[src/rtl/vecmac_dot_acc.sv]
`default_nettype none
// +----------------------------------------------------------------------------+
// | Module   : vecmac_dot_acc                                                  |
// | Purpose  : LANES-wide DW-bit dot product per beat with per-packet signed / |
// |            unsigned mode. Consecutive beats are accumulated into one       |
// |            packet result that is delimited by in_last.                     |
// |            Valid/ready on both sides. Output backpressure stalls the whole |
// |            pipeline.                                                       |
// | Ports    : clk, rst           - clock, synchronous active-high reset       |
// |            in_valid/in_ready  - input beat handshake                       |
// |            in_a, in_b         - packed operands, lane i at [i*DW +: DW]    |
// |            in_signed          - packet mode, taken from the first beat     |
// |            in_last            - final beat of the packet                   |
// |            out_valid/out_ready- result handshake                           |
// |            out_sum            - accumulated packet sum                     |
// |            out_ovf            - sticky accumulator overflow of the packet  |
// |            out_beats          - saturating beat count of the packet        |
// | Revision : 1.0 - initial parametrised release                              |
// +----------------------------------------------------------------------------+
module vecmac_dot_acc #(
  parameter int LANES = 16,
  parameter int DW    = 8,
  parameter int PIPE  = 2,
  parameter int ACC_W = 32,
  parameter int CNT_W = 16
) (
  input  logic                  clk,
  input  logic                  rst,
  input  logic                  in_valid,
  output logic                  in_ready,
  input  logic [LANES*DW-1:0]   in_a,
  input  logic [LANES*DW-1:0]   in_b,
  input  logic                  in_signed,
  input  logic                  in_last,
  output logic                  out_valid,
  input  logic                  out_ready,
  output logic [ACC_W-1:0]      out_sum,
  output logic                  out_ovf,
  output logic [CNT_W-1:0]      out_beats
);

  // Per-beat dot width: a full-width product plus one bit per tree level.
  localparam int DOT_W = 2*DW + $clog2(LANES);

  // --------------------------------------------------------------------------
  // Helpers
  // --------------------------------------------------------------------------
  // Extends one lane operand to DOT_W. Because both operands are extended to
  // the result width, the low DOT_W bits of a plain multiply are the exact
  // signed or unsigned product.
  function automatic logic [DOT_W-1:0] lane_ext(input logic [DW-1:0] x,
                                                input logic          sgn);
    return {{(DOT_W-DW){sgn & x[DW-1]}}, x};
  endfunction

  // Balanced pairwise adder tree. In-place reduction is safe because at each
  // level entry i only reads entries 2i and 2i+1, which are never below i.
  function automatic logic [DOT_W-1:0] tree_sum(input logic [DOT_W-1:0] p [LANES]);
    logic [DOT_W-1:0] t [LANES];
    t = p;
    for (int w = LANES / 2; w >= 1; w = w / 2) begin
      for (int i = 0; i < w; i++) begin
        t[i] = t[2*i] + t[2*i+1];
      end
    end
    return t[0];
  endfunction

  // --------------------------------------------------------------------------
  // Global enable: the only stall source is a held, unconsumed result.
  // --------------------------------------------------------------------------
  logic en;
  logic in_fire;
  logic out_valid_q;

  assign en       = !(out_valid_q && !out_ready);
  assign in_ready = en;
  assign in_fire  = in_valid && en;

  // --------------------------------------------------------------------------
  // Packet mode capture on the input side. The mode of the first beat is
  // remembered and reused for every later beat of the same packet.
  // --------------------------------------------------------------------------
  logic in_first_q, in_first_d;
  logic pkt_mode_q, pkt_mode_d;
  logic beat_mode;

  always_comb begin
    beat_mode  = in_first_q ? in_signed : pkt_mode_q;
    in_first_d = in_first_q;
    pkt_mode_d = pkt_mode_q;
    if (in_fire) begin
      in_first_d = in_last;
      pkt_mode_d = beat_mode;
    end
  end

  // --------------------------------------------------------------------------
  // Input register stage
  // --------------------------------------------------------------------------
  logic                s0_valid_q, s0_valid_d;
  logic                s0_last_q,  s0_last_d;
  logic                s0_mode_q,  s0_mode_d;
  logic [LANES*DW-1:0] s0_a_q,     s0_a_d;
  logic [LANES*DW-1:0] s0_b_q,     s0_b_d;

  always_comb begin
    s0_valid_d = s0_valid_q;
    s0_last_d  = s0_last_q;
    s0_mode_d  = s0_mode_q;
    s0_a_d     = s0_a_q;
    s0_b_d     = s0_b_q;
    if (en) begin
      s0_valid_d = in_fire;
      if (in_fire) begin
        s0_last_d = in_last;
        s0_mode_d = beat_mode;
        s0_a_d    = in_a;
        s0_b_d    = in_b;
      end
    end
  end

  always_ff @(posedge clk) begin
    if (rst) begin
      s0_valid_q <= 1'b0;
      in_first_q <= 1'b1;
      pkt_mode_q <= 1'b0;
    end else begin
      s0_valid_q <= s0_valid_d;
      in_first_q <= in_first_d;
      pkt_mode_q <= pkt_mode_d;
    end
    s0_last_q <= s0_last_d;
    s0_mode_q <= s0_mode_d;
    s0_a_q    <= s0_a_d;
    s0_b_q    <= s0_b_d;
  end

  // --------------------------------------------------------------------------
  // Lane products (combinational from the input register)
  // --------------------------------------------------------------------------
  logic [DOT_W-1:0] prod_w [LANES];

  always_comb begin
    for (int i = 0; i < LANES; i++) begin
      prod_w[i] = lane_ext(s0_a_q[i*DW +: DW], s0_mode_q) *
                  lane_ext(s0_b_q[i*DW +: DW], s0_mode_q);
    end
  end

  // --------------------------------------------------------------------------
  // Multiply / reduction tree: PIPE register stages. With one stage the whole
  // tree sits in front of it; otherwise the products are registered first,
  // the tree is reduced into stage 2 and any further stages are retiming
  // slack for the tree.
  // --------------------------------------------------------------------------
  logic             t_valid;
  logic             t_last;
  logic             t_mode;
  logic [DOT_W-1:0] t_dot;

  generate
    if (PIPE == 1) begin : g_pipe_one
      logic             v_q, v_d;
      logic             l_q, l_d;
      logic             m_q, m_d;
      logic [DOT_W-1:0] dot_q, dot_d;

      always_comb begin
        v_d   = v_q;
        l_d   = l_q;
        m_d   = m_q;
        dot_d = dot_q;
        if (en) begin
          v_d = s0_valid_q;
          l_d = s0_last_q;
          m_d = s0_mode_q;
          if (s0_valid_q) begin
            dot_d = tree_sum(prod_w);
          end
        end
      end

      always_ff @(posedge clk) begin
        if (rst) begin
          v_q <= 1'b0;
        end else begin
          v_q <= v_d;
        end
        l_q   <= l_d;
        m_q   <= m_d;
        dot_q <= dot_d;
      end

      assign t_valid = v_q;
      assign t_last  = l_q;
      assign t_mode  = m_q;
      assign t_dot   = dot_q;
    end else begin : g_pipe_multi
      logic [PIPE-1:0]  v_q, v_d;
      logic [PIPE-1:0]  l_q, l_d;
      logic [PIPE-1:0]  m_q, m_d;
      logic [DOT_W-1:0] prod_q [LANES];
      logic [DOT_W-1:0] prod_d [LANES];
      // dot_q[0] is stage 2, dot_q[PIPE-2] is the last tree stage
      logic [DOT_W-1:0] dot_q [PIPE-1];
      logic [DOT_W-1:0] dot_d [PIPE-1];

      always_comb begin
        v_d    = v_q;
        l_d    = l_q;
        m_d    = m_q;
        prod_d = prod_q;
        dot_d  = dot_q;
        if (en) begin
          v_d = {v_q[PIPE-2:0], s0_valid_q};
          l_d = {l_q[PIPE-2:0], s0_last_q};
          m_d = {m_q[PIPE-2:0], s0_mode_q};
          if (s0_valid_q) begin
            prod_d = prod_w;
          end
          if (v_q[0]) begin
            dot_d[0] = tree_sum(prod_q);
          end
          for (int s = 1; s < PIPE-1; s++) begin
            if (v_q[s]) begin
              dot_d[s] = dot_q[s-1];
            end
          end
        end
      end

      always_ff @(posedge clk) begin
        if (rst) begin
          v_q <= '0;
        end else begin
          v_q <= v_d;
        end
        l_q    <= l_d;
        m_q    <= m_d;
        prod_q <= prod_d;
        dot_q  <= dot_d;
      end

      assign t_valid = v_q[PIPE-1];
      assign t_last  = l_q[PIPE-1];
      assign t_mode  = m_q[PIPE-1];
      assign t_dot   = dot_q[PIPE-2];
    end
  endgenerate

  // --------------------------------------------------------------------------
  // Accumulate stage and result registers
  // --------------------------------------------------------------------------
  logic             acc_first_q, acc_first_d;
  logic [ACC_W-1:0] acc_q,       acc_d;
  logic             acc_ovf_q,   acc_ovf_d;
  logic [CNT_W-1:0] beats_q,     beats_d;
  logic             out_valid_d;
  logic [ACC_W-1:0] out_sum_q,   out_sum_d;
  logic             out_ovf_q,   out_ovf_d;
  logic [CNT_W-1:0] out_beats_q, out_beats_d;

  logic [ACC_W-1:0] dot_ext;
  logic [ACC_W-1:0] acc_base;
  logic [ACC_W:0]   acc_sum;
  logic             step_ovf;
  logic             ovf_new;
  logic [CNT_W-1:0] beats_new;

  always_comb begin
    // Sign- or zero-extend the beat result to the accumulator width.
    dot_ext              = {ACC_W{t_mode & t_dot[DOT_W-1]}};
    dot_ext[DOT_W-1:0]   = t_dot;
    acc_base             = acc_first_q ? '0 : acc_q;
    acc_sum              = {1'b0, acc_base} + {1'b0, dot_ext};
    if (t_mode) begin
      // Signed overflow: operands agree in sign, result does not.
      step_ovf = (acc_base[ACC_W-1] == dot_ext[ACC_W-1]) &&
                 (acc_sum[ACC_W-1] != acc_base[ACC_W-1]);
    end else begin
      step_ovf = acc_sum[ACC_W];
    end
    ovf_new   = (acc_first_q ? 1'b0 : acc_ovf_q) | step_ovf;
    beats_new = acc_first_q ? CNT_W'(1)
              : (&beats_q ? beats_q : beats_q + CNT_W'(1));

    acc_first_d = acc_first_q;
    acc_d       = acc_q;
    acc_ovf_d   = acc_ovf_q;
    beats_d     = beats_q;
    out_valid_d = out_valid_q;
    out_sum_d   = out_sum_q;
    out_ovf_d   = out_ovf_q;
    out_beats_d = out_beats_q;
    if (en) begin
      // With en high any held result is consumed at this edge, so out_valid
      // only survives if a new result replaces it (no bubble).
      out_valid_d = 1'b0;
      if (t_valid) begin
        acc_d       = acc_sum[ACC_W-1:0];
        acc_ovf_d   = ovf_new;
        beats_d     = beats_new;
        acc_first_d = t_last;
        if (t_last) begin
          out_valid_d = 1'b1;
          out_sum_d   = acc_sum[ACC_W-1:0];
          out_ovf_d   = ovf_new;
          out_beats_d = beats_new;
        end
      end
    end
  end

  always_ff @(posedge clk) begin
    if (rst) begin
      acc_first_q <= 1'b1;
      acc_q       <= '0;
      acc_ovf_q   <= 1'b0;
      beats_q     <= '0;
      out_valid_q <= 1'b0;
      out_sum_q   <= '0;
      out_ovf_q   <= 1'b0;
      out_beats_q <= '0;
    end else begin
      acc_first_q <= acc_first_d;
      acc_q       <= acc_d;
      acc_ovf_q   <= acc_ovf_d;
      beats_q     <= beats_d;
      out_valid_q <= out_valid_d;
      out_sum_q   <= out_sum_d;
      out_ovf_q   <= out_ovf_d;
      out_beats_q <= out_beats_d;
    end
  end

  assign out_valid = out_valid_q;
  assign out_sum   = out_sum_q;
  assign out_ovf   = out_ovf_q;
  assign out_beats = out_beats_q;

endmodule
`default_nettype wire

[config.mk]
export PLATFORM = sky130hd
export DESIGN_NAME = vecmac_dot_acc
export DESIGN_NICKNAME = d
export VERILOG_FILES = /design/src/rtl/vecmac_dot_acc.sv
export SDC_FILE = /design/constraint.sdc
export NUM_CORES = 2
export LEC_CHECK = 0
export ABC_AREA = 1
export ABC_CLOCK_PERIOD_IN_PS = 23600
export BUFFER_PORTS_ARGS = -buffer_cell sky130_fd_sc_hd__buf_2
export CAP_MARGIN = 25
export CORE_ASPECT_RATIO = 0.8
export CORE_MARGIN = 3
export CORE_UTILIZATION = 40
export CTS_CLUSTER_SIZE = 12
export DETAILED_ROUTE_END_ITERATION = 6
export GPL_ROUTABILITY_DRIVEN = 1
export SLEW_MARGIN = 20
export SYNTH_ARGS = -nofsm -noshare
export SYNTH_HDL_FRONTEND = slang
export SYNTH_SLANG_ARGS = --single-unit
[constraint.sdc]
create_clock -name clk -period 23.6 [get_ports clk]
set_input_delay 2.36 -clock clk [delete_from_list [all_inputs] [get_ports clk]]
set_output_delay 2.36 -clock clk [all_outputs]
set_load 0.02 [all_outputs]
==> out/results.env <==
LAYOUT_WORST_PATH_CYCLE_SHARE_PCT=25.2
DP_SLACK_NS=17.66
CTS.ROOT.BUFFER_CELL='clkbuf_16'
CTS_HOLD_BUF=0
CLOCK_SINK_COUNT=675
INSERTION_DELAY_OF_THE_LATER_CLOCKED_PIN_IN_THE_WORST_SKEW_PAIR_NS=0.72
GRT_SETUP_UNREPAIRED='no'
TIMING.CRITICAL_PATH.FROM_TYPE='flop'
FINAL_UTIL_PCT=43.8
GPL_WTD_CONG=0.883
SETUP_TNS_NS=0
DIE_WIDTH_UM=507
DR.PASS1.ITERS=6
DIE_HEIGHT_UM=407
FINAL_CRITICAL_PATH_SETUP_SLACK_NS=17.66
CLOCKBUFFERDEPTH=3
SYNTH_ENABLE_FLOP_CELLS=570
SHARE_OF_SYNTHESIZED_FLIP_FLOPS_WITH_AN_ASYNCHRONOUS_SET_OR_RESET_PCT=0
SYNTH.NET_COUNT=10858
SYNTH_XOR_AREA_SHARE_PCT=3.66
SYNTH_WARNINGS=0
SYNTH.FF_LATCH_COUNT=675
DETAIL_ROUTE.VIAS_PER_CELL=4.75
SYNTH_FA_HA_AREA_SHARE_PCT=44.5
LAYOUT-DRIVE-GT1-SHARE_PCT=6.86
SYN_AVG_CELL_AREA_UM2=9.39
SYNTHDISTINCTLIBCELLS=50
NETLIST_AREA_UM2=80300
TIMING.HOLD.WS_NS=0.424
GRT_MAX_DEGREE=163
IO_PINS=313
GLOBAL_ROUTE.USAGE.TOTAL_PCT=19.7
PORT-BUFFER-COUNT=312
TIMING_WORST_SETUP_PATH_TYPE='flop to flop'
WORST_SLEW_MARGIN_RELATIVE_TO_ITS_LIMIT_PCT=33.9
SYNTH_CELLS=8559
FIRST_GLOBAL_VIAS=57308
DRV.MAX_CAP_VIOLATION_COUNT=0
WIRE_LENGTH_OF_THE_FIRST_GLOBAL_ROUTING_PASS_UM=319000
CLOCK_TREE.HTREE_LEVEL_COUNT=3
CTS_TREE='yes'
SYNTH-SEQ-AREA-SHARE_PCT=23.9
DP_HPWL_UM=164000
MAX_CLOCK_FREQ_MHz=168
FINALWORSTPATHREQUIREDPERIOD_NS=5.94
SLEW_VIOLATIONS=0
DATA_ARRIVAL_TIME_AT_THE_WORST_SLACK_ENDPOINT_NS=6.42
AVGROUTEDWIREPERCELL_UM=17.2
CTS_INSERTED_BUFFERS=82
AREA_DELTA_SYNTH_FINAL_PCT=8.39
INITIAL_ANTENNA_VIOLATION_COUNT=12
POST_SYNTHESIS_SIMPLE_GATE_AREA_FRACTION_PCT=11.8
VIAS=54243
GLOBAL_ROUTE.OVERFLOW_TOTAL=0
SETUP_VIOLATIONS=0
WORST_CLOCK_SKEW_NS=0.0297
FLOORPLAN.INITIALDENSITY_PCT=40.4
POST_CTS_BUFFERS=0
MIN-DELAY-PATH-CLASS='flop to flop'
MAIN_COMBINATIONAL_CELL_FAMILY_BY_AREA_AFTER_SYNTHESIS='adder cells'
PORTION_OF_NETLIST_AREA_OCCUPIED_BY_MUX_CELLS_PCT=0
ENDPOINT_KIND='flop'
REQUIRED_NS=24.08
DRCVIOLATIONCOUNT=0
DOMINANTREGCELLSYNTH='edfxtp_1'
FP.DIEAREA_UM2=206000
PLACEABLECOREAREA_UM2=199000
RESULT_OF_THE_RUN='finished clean'
WORST-PATH-MAX-FANOUT=32
POSTCTS_RESIZE_CNT=0
MEASURED_SLEW_AT_THE_WORST_SLEW_CHECK_PIN_NS=0.991
POSTROUTEANTENNANETS=0
NNETSFINAL=10974
DRT-INITIAL-DRC-COUNT=3498
ROUTE.FINAL.WIRE_LENGTH_UM=197000
NUM_ROWS=146
REPORT.FINAL.HOLD_VIOL_COUNT=0
CLK_PIN_SLEW_WORST_PATHS_NS=0.06
SYNTH-COMPOUND-AREA-SHARE_PCT=3.70
==> final timing paths <==
path / from / end / slack (ns) / cells after the start
min: s0_last_q / g_pipe_multi.l_q[0] / 0.42 / 0
max reg2reg: s0_mode_q / g_pipe_multi.prod_q[255] / 17.66 / 19
min reg2reg: s0_last_q / g_pipe_multi.l_q[0] / 0.42 / 0
max: s0_mode_q / g_pipe_multi.prod_q[255] / 17.66 / 19
==> cells by family (layout without fill, tap and decap cells) <==
group | after synthesis | count (layout)
and+or+nand+nor | 2318 | 2318
adders and majority gates | 2037 | 2037
xor gates and xnor gates | 336 | 336
DFF | 675 | 675
AOI/OAI and AO/OA | 540 | 540
other | 0 | 4
buffers and inverters | 2653 | 2837
==> per-layer routing <==
| layer | global-route usage (%) | routed length (um) | vias to the layer above |
|---|---|---|---|
| li1 | - | - | 25528 |
| met1 | 29.4 | 94000 | 27093 |
| met2 | 30.2 | 86800 | 1420 |
| met3 | 3.44 | 12100 | 192 |
| met4 | 3.60 | 3710 | 10 |
| met5 | 0 | 65 | - |
==> cells in the mapped netlist, types with 8 or more instances <==
master     instances  share of area [%]
nand3_1          143               0.89
edfxtp_1         570                 21
o211ai_1          17               0.16
a31oi_1           14               0.11
nand2_1         1671                7.8
nor3_1            19               0.12
xnor2_1          144                1.6
o21bai_1          29               0.27
a21o_1            17               0.16
a21oi_1          293                1.8
dfxtp_1          105                2.6
fa_1            1371                 34
or2_2            111               0.86
o2111ai_1         10               0.11
clkbuf_1         282                1.3
nand2_2            8              0.062
nor2_1           305                1.4
and2_1             9              0.070
nand4_1           18               0.14
buf_2              8              0.050
inv_1           2357                 11
ha_1             666                 10
xor2_1           192                2.1
o21ai_0          137               0.85
==> final cells by class <==
| type | count | area [um2] |
|---|---|---|
| clock buffer | 94 | 2120 |
| fill | 19295 | 112000 |
| antenna | 4 | 10.0 |
| timing repair buffer | 325 | 1680 |
| tap | 2664 | 3330 |
| inverter | 2360 | 8870 |
| sequential | 675 | 19200 |
| clock inverter | 58 | 694 |
| multi-input combinational | 5231 | 51200 |
==> stage by stage <==
stage	area [um2]	cells
6_report	87100	11411
5_1_grt	87100	11408
4_1_cts	87100	11407
3_5_place_dp	84200	11255
3_3_place_gp	84200	11254
2_1_floorplan	80300	8559
==> registers in the layout, indices dropped and copies added (netlist names), 2 cells and up <==
signal,count
s0_b_q,128
g_pipe_multi.dot_q,20
out_beats,16
g_pipe_multi.m_q,2
out_sum,32
g_pipe_multi.l_q,2
acc_q,32
g_pipe_multi.v_q,2
beats_q,16
s0_a_q,128
g_pipe_multi.prod_q,288
==> critical path: stages (launching register included) <==
cell and delay [ns]:
edfxtp_1 0.36, buf_4 0.67, nand2_1 0.39, or2_2 0.39
fa_1 0.45, fa_1 0.49, inv_1 0.05, fa_1 0.45
fa_1 0.55, fa_1 0.43, ha_1 0.36, a21oi_1 0.17
nand2_1 0.11, a21o_1 0.17, a21oi_1 0.17, o21ai_0 0.18
nand2_1 0.12, nand2_1 0.05, nand2_1 0.05, nand2_1 0.04
==> cells in the final DEF (no fill, tap or decap), types with 14 or more instances in the layout <==
cell type  netlist  final
or2_2          111    111
nand3_1        143    143
clkinv_1         0     18
o211ai_1        17     17
nor2_1         305    303
a21oi_1        293    293
nand4_1         18     18
dfxtp_1        105    105
edfxtp_1       570    570
inv_1         2357   2356
ha_1           666    666
nor3_1          19     19
buf_2            8    312
nand2_1       1671   1671
xor2_1         192    192
o21ai_0        137    137
fa_1          1371   1371
o21bai_1        29     29
a21o_1          17     17
xnor2_1        144    144
a31oi_1         14     14
clkbuf_16        0     83
Power is left out: the tool's default activity adds up to more than one toggle a clock period on the data nets, which glitch-free logic cannot reach.
